===== config.mk =====
export PLATFORM = sky130hd
export DESIGN_NAME = interrupt_sequencer_flat
export DESIGN_NICKNAME = d
export VERILOG_FILES = /design/src/rtl/interrupt_sequencer_if.sv /design/src/rtl/interrupt_sequencer.sv /design/src/flat_wrapper.sv
export SDC_FILE = /design/constraint.sdc
export NUM_CORES = 1
export LEC_CHECK = 0
export CAP_MARGIN = 5
export CORE_MARGIN = 2
export CORE_UTILIZATION = 40
export DETAILED_ROUTE_END_ITERATION = 16
export GPL_ROUTABILITY_DRIVEN = 0
export PLACE_DENSITY = 0.75
export SLEW_MARGIN = 20
export SYNTH_ARGS = -nofsm -noshare
export SYNTH_HDL_FRONTEND = slang
export SYNTH_SLANG_ARGS = --single-unit

===== constraint.sdc =====
create_clock -name clk1 -period 3 [get_ports clk1]
set_input_delay 0.3 -clock clk1 [delete_from_list [all_inputs] [get_ports clk1]]
set_output_delay 0.3 -clock clk1 [all_outputs]
set_load 0.02 [all_outputs]

===== src/rtl/interrupt_sequencer_if.sv =====
// interrupt_sequencer_if: pipeline-side bundle for the interrupt sequencer.
// The master modport is the sequencer's view (requests in, stage controls out);
// the slave modport is the pipeline/memory view.
// flagsIn exists only when INT_SAVE_FLAGS_EN is defined.

interface interrupt_sequencer_if #(
  parameter int ADDR_W = 20
);

  logic              interrupt;
  logic              memBusy;
  logic              branchInFlight;
  logic [31:0]       pcCurrent;
`ifdef INT_SAVE_FLAGS_EN
  logic [2:0]        flagsIn;
`endif
  logic [15:0]       vectorData;

  logic              stallFetch;
  logic              flushPipe;
  logic              stackWriteEn;
  logic              spDecrement;
  logic [15:0]       stackData;
  logic              vectorReadEn;
  logic [ADDR_W-1:0] vectorAddr;
  logic              pcLoad;
  logic [31:0]       pcVector;
  logic              intAck;
  logic              busy;

  modport master (
`ifdef INT_SAVE_FLAGS_EN
    input  flagsIn,
`endif
    input  interrupt,
    input  memBusy,
    input  branchInFlight,
    input  pcCurrent,
    input  vectorData,
    output stallFetch,
    output flushPipe,
    output stackWriteEn,
    output spDecrement,
    output stackData,
    output vectorReadEn,
    output vectorAddr,
    output pcLoad,
    output pcVector,
    output intAck,
    output busy
  );

  modport slave (
`ifdef INT_SAVE_FLAGS_EN
    output flagsIn,
`endif
    output interrupt,
    output memBusy,
    output branchInFlight,
    output pcCurrent,
    output vectorData,
    input  stallFetch,
    input  flushPipe,
    input  stackWriteEn,
    input  spDecrement,
    input  stackData,
    input  vectorReadEn,
    input  vectorAddr,
    input  pcLoad,
    input  pcVector,
    input  intAck,
    input  busy
  );

endinterface


===== src/rtl/interrupt_sequencer.sv =====
// interrupt_sequencer: control FSM that takes an external interrupt into the
// 5-stage pipeline. It latches the request edge, waits for a safe point, stalls
// fetch and flushes the front stages, drains in-flight work, pushes the 32-bit
// return PC, reads the 32-bit ISR vector from data memory and loads the PC.
// Optional feature macro: INT_SAVE_FLAGS_EN adds a third push of the CCR flags.

module interrupt_sequencer #(
  parameter int          ADDR_W       = 20,
  parameter int unsigned VECTOR_ADDR  = 0,
  parameter int          DRAIN_CYCLES = 3
) (
  input  logic                  clk1,
  input  logic                  reset,
  interrupt_sequencer_if.master bus
);

  // Drain counter only has to hold DRAIN_CYCLES-1.
  localparam int                CNT_W       = (DRAIN_CYCLES > 1) ? $clog2(DRAIN_CYCLES) : 1;
  localparam logic [CNT_W-1:0]  DRAIN_LOAD  = CNT_W'(DRAIN_CYCLES - 1);
  // Low half of the vector sits one word above the high half; wraps at 2^ADDR_W.
  localparam logic [ADDR_W-1:0] VEC_ADDR_HI = ADDR_W'(VECTOR_ADDR);
  localparam logic [ADDR_W-1:0] VEC_ADDR_LO = VEC_ADDR_HI + ADDR_W'(1);

  typedef enum logic [3:0] {
    IDLE,
    FLUSH,
    DRAIN,
    PUSH_HI,
    PUSH_LO,
`ifdef INT_SAVE_FLAGS_EN
    PUSH_FL,
`endif
    VEC_HI,
    VEC_LO,
    JUMP
  } seqState;

  seqState          stateReg;
  seqState          stateNext;
  logic             pendingReg;
  logic             pendingNext;
  logic             interruptDReg;
  logic [31:0]      retAddrReg;
  logic [31:0]      retAddrNext;
  logic [15:0]      vecHiReg;
  logic [15:0]      vecHiNext;
  logic [CNT_W-1:0] drainCntReg;
  logic [CNT_W-1:0] drainCntNext;

  logic             rise;
  logic             hazardFree;

  logic             stallFetch;
  logic             flushPipe;
  logic             stackWriteEn;
  logic [15:0]      stackData;
  logic             vectorReadEn;
  logic [ADDR_W-1:0] vectorAddr;
  logic             pcLoad;
  logic [31:0]      pcVector;
  logic             intAck;
  logic             busy;

  assign rise       = bus.interrupt & ~interruptDReg;
  // Hazards only matter when deciding to start a service.
  assign hazardFree = ~bus.memBusy & ~bus.branchInFlight;

  // Request latch: a new edge sets pending; the JUMP cycle consumes it, but an
  // edge arriving in that very cycle is kept so it is not lost.
  always_comb begin
    pendingNext = pendingReg;
    if (stateReg == JUMP) begin
      pendingNext = 1'b0;
    end
    if (rise) begin
      pendingNext = 1'b1;
    end
  end

  // Next-state and per-state stage controls.
  always_comb begin
    stateNext    = stateReg;
    drainCntNext = drainCntReg;
    retAddrNext  = retAddrReg;
    vecHiNext    = vecHiReg;
    flushPipe    = 1'b0;
    stackWriteEn = 1'b0;
    stackData    = '0;
    vectorReadEn = 1'b0;
    vectorAddr   = '0;
    pcLoad       = 1'b0;
    pcVector     = '0;
    intAck       = 1'b0;

    case (stateReg)
      IDLE: begin
        if (pendingReg && hazardFree) begin
          stateNext   = FLUSH;
          retAddrNext = bus.pcCurrent;
        end
      end

      FLUSH: begin
        flushPipe    = 1'b1;
        drainCntNext = DRAIN_LOAD;
        stateNext    = DRAIN;
      end

      DRAIN: begin
        if (drainCntReg == '0) begin
          stateNext = PUSH_HI;
        end else begin
          drainCntNext = drainCntReg - CNT_W'(1);
        end
      end

      PUSH_HI: begin
        stackWriteEn = 1'b1;
        stackData    = retAddrReg[31:16];
        stateNext    = PUSH_LO;
      end

      PUSH_LO: begin
        stackWriteEn = 1'b1;
        stackData    = retAddrReg[15:0];
`ifdef INT_SAVE_FLAGS_EN
        stateNext    = PUSH_FL;
`else
        stateNext    = VEC_HI;
`endif
      end

`ifdef INT_SAVE_FLAGS_EN
      // The pipeline is drained here, so the live flags are stable.
      PUSH_FL: begin
        stackWriteEn = 1'b1;
        stackData    = {13'b0, bus.flagsIn};
        stateNext    = VEC_HI;
      end
`endif

      VEC_HI: begin
        vectorReadEn = 1'b1;
        vectorAddr   = VEC_ADDR_HI;
        stateNext    = VEC_LO;
      end

      VEC_LO: begin
        // Read data of the VEC_HI strobe arrives this cycle.
        vectorReadEn = 1'b1;
        vectorAddr   = VEC_ADDR_LO;
        vecHiNext    = bus.vectorData;
        stateNext    = JUMP;
      end

      JUMP: begin
        // Low half comes straight from memory read data.
        pcLoad   = 1'b1;
        intAck   = 1'b1;
        pcVector = {vecHiReg, bus.vectorData};
        if (rise && hazardFree) begin
          stateNext   = FLUSH;
          retAddrNext = bus.pcCurrent;
        end else begin
          stateNext = IDLE;
        end
      end

      default: begin
        stateNext = IDLE;
      end
    endcase
  end

  // State and datapath registers; reset abandons any sequence in flight.
  always_ff @(posedge clk1) begin
    if (reset) begin
      stateReg      <= IDLE;
      pendingReg    <= 1'b0;
      interruptDReg <= 1'b0;
      retAddrReg    <= '0;
      vecHiReg      <= '0;
      drainCntReg   <= '0;
    end else begin
      stateReg      <= stateNext;
      pendingReg    <= pendingNext;
      interruptDReg <= bus.interrupt;
      retAddrReg    <= retAddrNext;
      vecHiReg      <= vecHiNext;
      drainCntReg   <= drainCntNext;
    end
  end

  assign stallFetch = (stateReg != IDLE);
  assign busy       = (stateReg != IDLE);

  assign bus.stallFetch   = stallFetch;
  assign bus.flushPipe    = flushPipe;
  assign bus.stackWriteEn = stackWriteEn;
  assign bus.spDecrement  = stackWriteEn;
  assign bus.stackData    = stackData;
  assign bus.vectorReadEn = vectorReadEn;
  assign bus.vectorAddr   = vectorAddr;
  assign bus.pcLoad       = pcLoad;
  assign bus.pcVector     = pcVector;
  assign bus.intAck       = intAck;
  assign bus.busy         = busy;

  // Structural sanity: a stack write and a vector read never share a cycle.
  assert property (@(posedge clk1) !(stackWriteEn && vectorReadEn));
  // The PC load and the acknowledge are the same event.
  assert property (@(posedge clk1) pcLoad == intAck);
  // The vector bus is quiet whenever no PC load is issued.
  assert property (@(posedge clk1) !pcLoad |-> (pcVector == '0));
  // A reset leaves the sequencer idle on the following cycle.
  assert property (@(posedge clk1) reset |=> (stateReg == IDLE));

endmodule


===== src/flat_wrapper.sv =====
// flat-port wrapper written by rule: the top's interface ports become plain ports
module interrupt_sequencer_flat 
#(
  parameter int          ADDR_W       = 20,
  parameter int unsigned VECTOR_ADDR  = 0,
  parameter int          DRAIN_CYCLES = 3
)
  (clk1, reset, bus_interrupt, bus_memBusy, bus_branchInFlight, bus_pcCurrent, bus_vectorData, bus_stallFetch, bus_flushPipe, bus_stackWriteEn, bus_spDecrement, bus_stackData, bus_vectorReadEn, bus_vectorAddr, bus_pcLoad, bus_pcVector, bus_intAck, bus_busy);
  interrupt_sequencer_if #(.ADDR_W(ADDR_W)) bus_i ();
  input  logic clk1;
  input  logic reset;
  input wire logic [$bits(bus_i.interrupt)-1:0] bus_interrupt;
  input wire logic [$bits(bus_i.memBusy)-1:0] bus_memBusy;
  input wire logic [$bits(bus_i.branchInFlight)-1:0] bus_branchInFlight;
  input wire logic [$bits(bus_i.pcCurrent)-1:0] bus_pcCurrent;
  input wire logic [$bits(bus_i.vectorData)-1:0] bus_vectorData;
  output wire logic [$bits(bus_i.stallFetch)-1:0] bus_stallFetch;
  output wire logic [$bits(bus_i.flushPipe)-1:0] bus_flushPipe;
  output wire logic [$bits(bus_i.stackWriteEn)-1:0] bus_stackWriteEn;
  output wire logic [$bits(bus_i.spDecrement)-1:0] bus_spDecrement;
  output wire logic [$bits(bus_i.stackData)-1:0] bus_stackData;
  output wire logic [$bits(bus_i.vectorReadEn)-1:0] bus_vectorReadEn;
  output wire logic [$bits(bus_i.vectorAddr)-1:0] bus_vectorAddr;
  output wire logic [$bits(bus_i.pcLoad)-1:0] bus_pcLoad;
  output wire logic [$bits(bus_i.pcVector)-1:0] bus_pcVector;
  output wire logic [$bits(bus_i.intAck)-1:0] bus_intAck;
  output wire logic [$bits(bus_i.busy)-1:0] bus_busy;
  assign bus_i.interrupt = bus_interrupt;
  assign bus_i.memBusy = bus_memBusy;
  assign bus_i.branchInFlight = bus_branchInFlight;
  assign bus_i.pcCurrent = bus_pcCurrent;
  assign bus_i.vectorData = bus_vectorData;
  assign bus_stallFetch = bus_i.stallFetch;
  assign bus_flushPipe = bus_i.flushPipe;
  assign bus_stackWriteEn = bus_i.stackWriteEn;
  assign bus_spDecrement = bus_i.spDecrement;
  assign bus_stackData = bus_i.stackData;
  assign bus_vectorReadEn = bus_i.vectorReadEn;
  assign bus_vectorAddr = bus_i.vectorAddr;
  assign bus_pcLoad = bus_i.pcLoad;
  assign bus_pcVector = bus_i.pcVector;
  assign bus_intAck = bus_i.intAck;
  assign bus_busy = bus_i.busy;
  interrupt_sequencer #(.ADDR_W(ADDR_W), .VECTOR_ADDR(VECTOR_ADDR), .DRAIN_CYCLES(DRAIN_CYCLES)) u_core (.clk1(clk1), .reset(reset), .bus(bus_i));
endmodule

==> impl_metrics.toml <==
[status]
status = "finished clean"

[setup_path]
worst-setup-path-type = "flip-flop to output port"
reg2regPathDepth = 6
r2r_start = "u_core.stateReg[1]"
cp-start-kind = "flip-flop"
required_ps = 2700
worstPathArrival_ps = 2460
r2r-end = "u_core.retAddrReg[11]"
endpoint_kind = "output port"
r2r_slack_ps = 1010
path_max_fanout = 17

[grt]
grt_pass1_wl_um = 11100
grt_usage = 0.161
grt_max_degree = 76
grt_pass1_vias = 2448
overflow = 0
antenna_found_initial = 0

[yosys]
synth-warning-count = 0
synth_cell_type_count = 36
synthTopCellsByArea = "dfxtp_1, nand2b_1, mux2i_1, and3_1, buf_4"
syn_area_um2 = 3040
synth-seq-cells = 55
yosysMostFrequentCell = "nand2b_1"
yosysSeqAreaShare = 0.362
synth_top_area_frac = 0.362
yosysTopAreaCell = "dfxtp_1"
synth.avg_cell_area_um2 = 8.85
async_reset_ff_frac = 0
netlist_top_cells_count = "nand2b_1, dfxtp_1, nand2_1, mux2i_1, and3_1"
synth_edf_count = 0
synth_ff_type = "dfxtp_1"
syn_inst = 344

[drt]
vias = 2534
routedWlPerCell_um = 12.5
drc = 0
drt_wl_total_um = 6700
drt_first_pass_iters = 4
viasPerCell = 4.73
final_antenna_net_count = 0
first_iter_violations = 76

[floorplan]
die_area_um2 = 8320
pin_count = 129
dieHeight_um = 91.2
num_rows = 31
coreArea_um2 = 7290
fp.dieW_um = 91.2
initial_core_util = 0.417

[clock_tree]
ctsHoldBuffers = 0
cts_tree = "built"
cts_root_buf = "clkbuf_8"
ctsResizeCount = 0
htree_levels = 2
cts_made_buffers = 5
cts_sinks = 55
cts_setup_buffers = 0
clkTransAtPathRegs_ps = 90
clock_latency_ps = 310
clockBufferDepth = 2

[placed_design]
dp_hpwl_um = 4860
placedCellCount = 528
dpl_cell_area_um2 = 4040
io_buffers = 109

[job]
drv_cap = 0

[pwr]
sw_frac_of_total = 0.292
pwr-share-comb = 0.269
clockPowerShare = 0.244
ir_worst_vdd_mv = 0.237
seqPwrFrac = 0.487
p_sw_uw = 472
p_int_mw = 1.14
total_leakage_power_nw = 1.60
p_per_area_nw_per_um2 = 391

[timing]
maxClockFrequency_ghz = 0.363
hold_viol = 0
finalMaxSlewViolations = 0
setup_tns_ps = 0
fin_crit_ps = 2760
whs_ps = 453
maxSlewHeadroom = 0.387
tightest_slew_ps = 920
finalCritPeriodShare = 0.919
setup_violations = 0
skew_ps = 7.27
rsz0062_at_grt = "no"

[hold_path]
worstHoldPathCells = 2
min_path_type = "flip-flop to flip-flop"
min-delay-start = "u_core.vecHiReg[14]"
whs_endpoint = "u_core.vecHiReg[14]"

[layout]
drive_gt1_frac = 0.0503
nFillCells = 681
stdcell_area_um2 = 4130
insertedDiodeCount = 0
nets = 494
area_growth_pct = 35.6
final-instance-count-excl-fill = 536
[stage by stage]
| stage | worst slack [ps] | util | total power [mW] |
|---|---|---|---|
| final | 242 | 0.566 | 1.62 |
| after global routing | 28.7 | 0.566 | 1.71 |
| after CTS | 209 | 0.566 | 1.64 |
| after detailed placement | 562 | 0.554 | 1.24 |
| after global placement | 650 | 0.554 | 1.23 |
| after floorplan | 1220 | - | 1.11 |
[power groups by stage]
stage / combinational, mW / clock [mW] / sequential, mW
5_1_grt: 0.472 / 0.448 / 0.791
2_1_floorplan: 0.312 / 0 / 0.799
4_1_cts: 0.437 / 0.420 / 0.787
3_3_place_gp: 0.423 / 0 / 0.802
3_5_place_dp: 0.437 / 0 / 0.804
6_report: 0.434 / 0.394 / 0.787
[layer usage]
metal | up-vias | wire length, µm | track usage
li1 | 1296 | - | -
met1 | 1133 | 3000 | 0.194
met2 | 97 | 3020 | 0.273
met3 | 8 | 610 | 0.0606
met4 | 0 | 69 | 0.0379
met5 | - | 0 | 0
[layout by cell type (no fill, tap or decap), types with 2 or more instances in the layout]
cell,netlist,routed
nor3b_1,2,2
conb_1,1,19
and2_1,2,2
and3_2,2,2
a21oi_1,19,19
ha_1,5,5
nand2_1,34,34
nor3_1,2,2
inv_1,5,5
dfxtp_1,55,55
clkbuf_8,0,5
nand2b_1,67,67
a22o_1,16,16
and3_1,30,30
buf_4,22,7
nor2_1,3,3
nor2b_1,4,4
clkdlybuf4s50_1,0,108
mux2i_1,33,33
[critical path, cell delays in order, from the launching register on]
cell             delay (ps)
dfxtp_1                 370
inv_1                    80
ha_1                    300
nand2_2                 290
clkinv_1                440
clkdlybuf4s50_1         670
[kinds of logic (layout without fill, tap and decap cells)]
| group | count (synthesis) | after routing | synth area share |
|---|---|---|---|
| fa+ha+maj | 5 | 5 | 0.0206 |
| simple gates | 151 | 151 | 0.288 |
| buf+inv | 55 | 130 | 0.116 |
| compound gates | 44 | 44 | 0.104 |
| flops | 55 | 55 | 0.362 |
| mux | 33 | 33 | 0.109 |
| other cells | 1 | 19 | 0.00123 |
[flip-flops by register name, summed over array words and instances (netlist names)]
| register | flops |
|---|---|
| u_core.vecHiReg | 16 |
| u_core.stateReg | 3 |
| u_core.pendingReg | 1 |
| u_core.retAddrReg | 32 |
| u_core.drainCntReg | 2 |
| u_core.interruptDReg | 1 |
[worst max-delay path by stage]
stage                        from                 to  slack [ps]  depth (start not counted)
2_1_floorplan  u_core.stateReg[0]   bus_stackWriteEn        1220                          6
3_3_place_gp   u_core.stateReg[0]  bus_vectorAddr[0]         650                          5
3_5_place_dp   u_core.stateReg[0]  bus_vectorAddr[0]         560                          5
4_1_cts        u_core.stateReg[0]  bus_vectorAddr[0]         210                          5
5_1_grt        u_core.stateReg[0]  bus_vectorAddr[0]          30                          5
6_report       u_core.stateReg[0]  bus_vectorAddr[0]         240                          5
[final cells by class]
cell class	instances	area (µm²)	share of cell area
Clock buffer	6	72.6	0.0176
Inverter	6	22.5	0.00546
Clock inverter	2	12.5	0.00303
Timing Repair Buffer	116	1140	0.276
Multi-Input combinational cell	252	1660	0.401
Tap cell	99	124	0.0300
Sequential cell	55	1100	0.267
(Power assumes the default switching activity.)
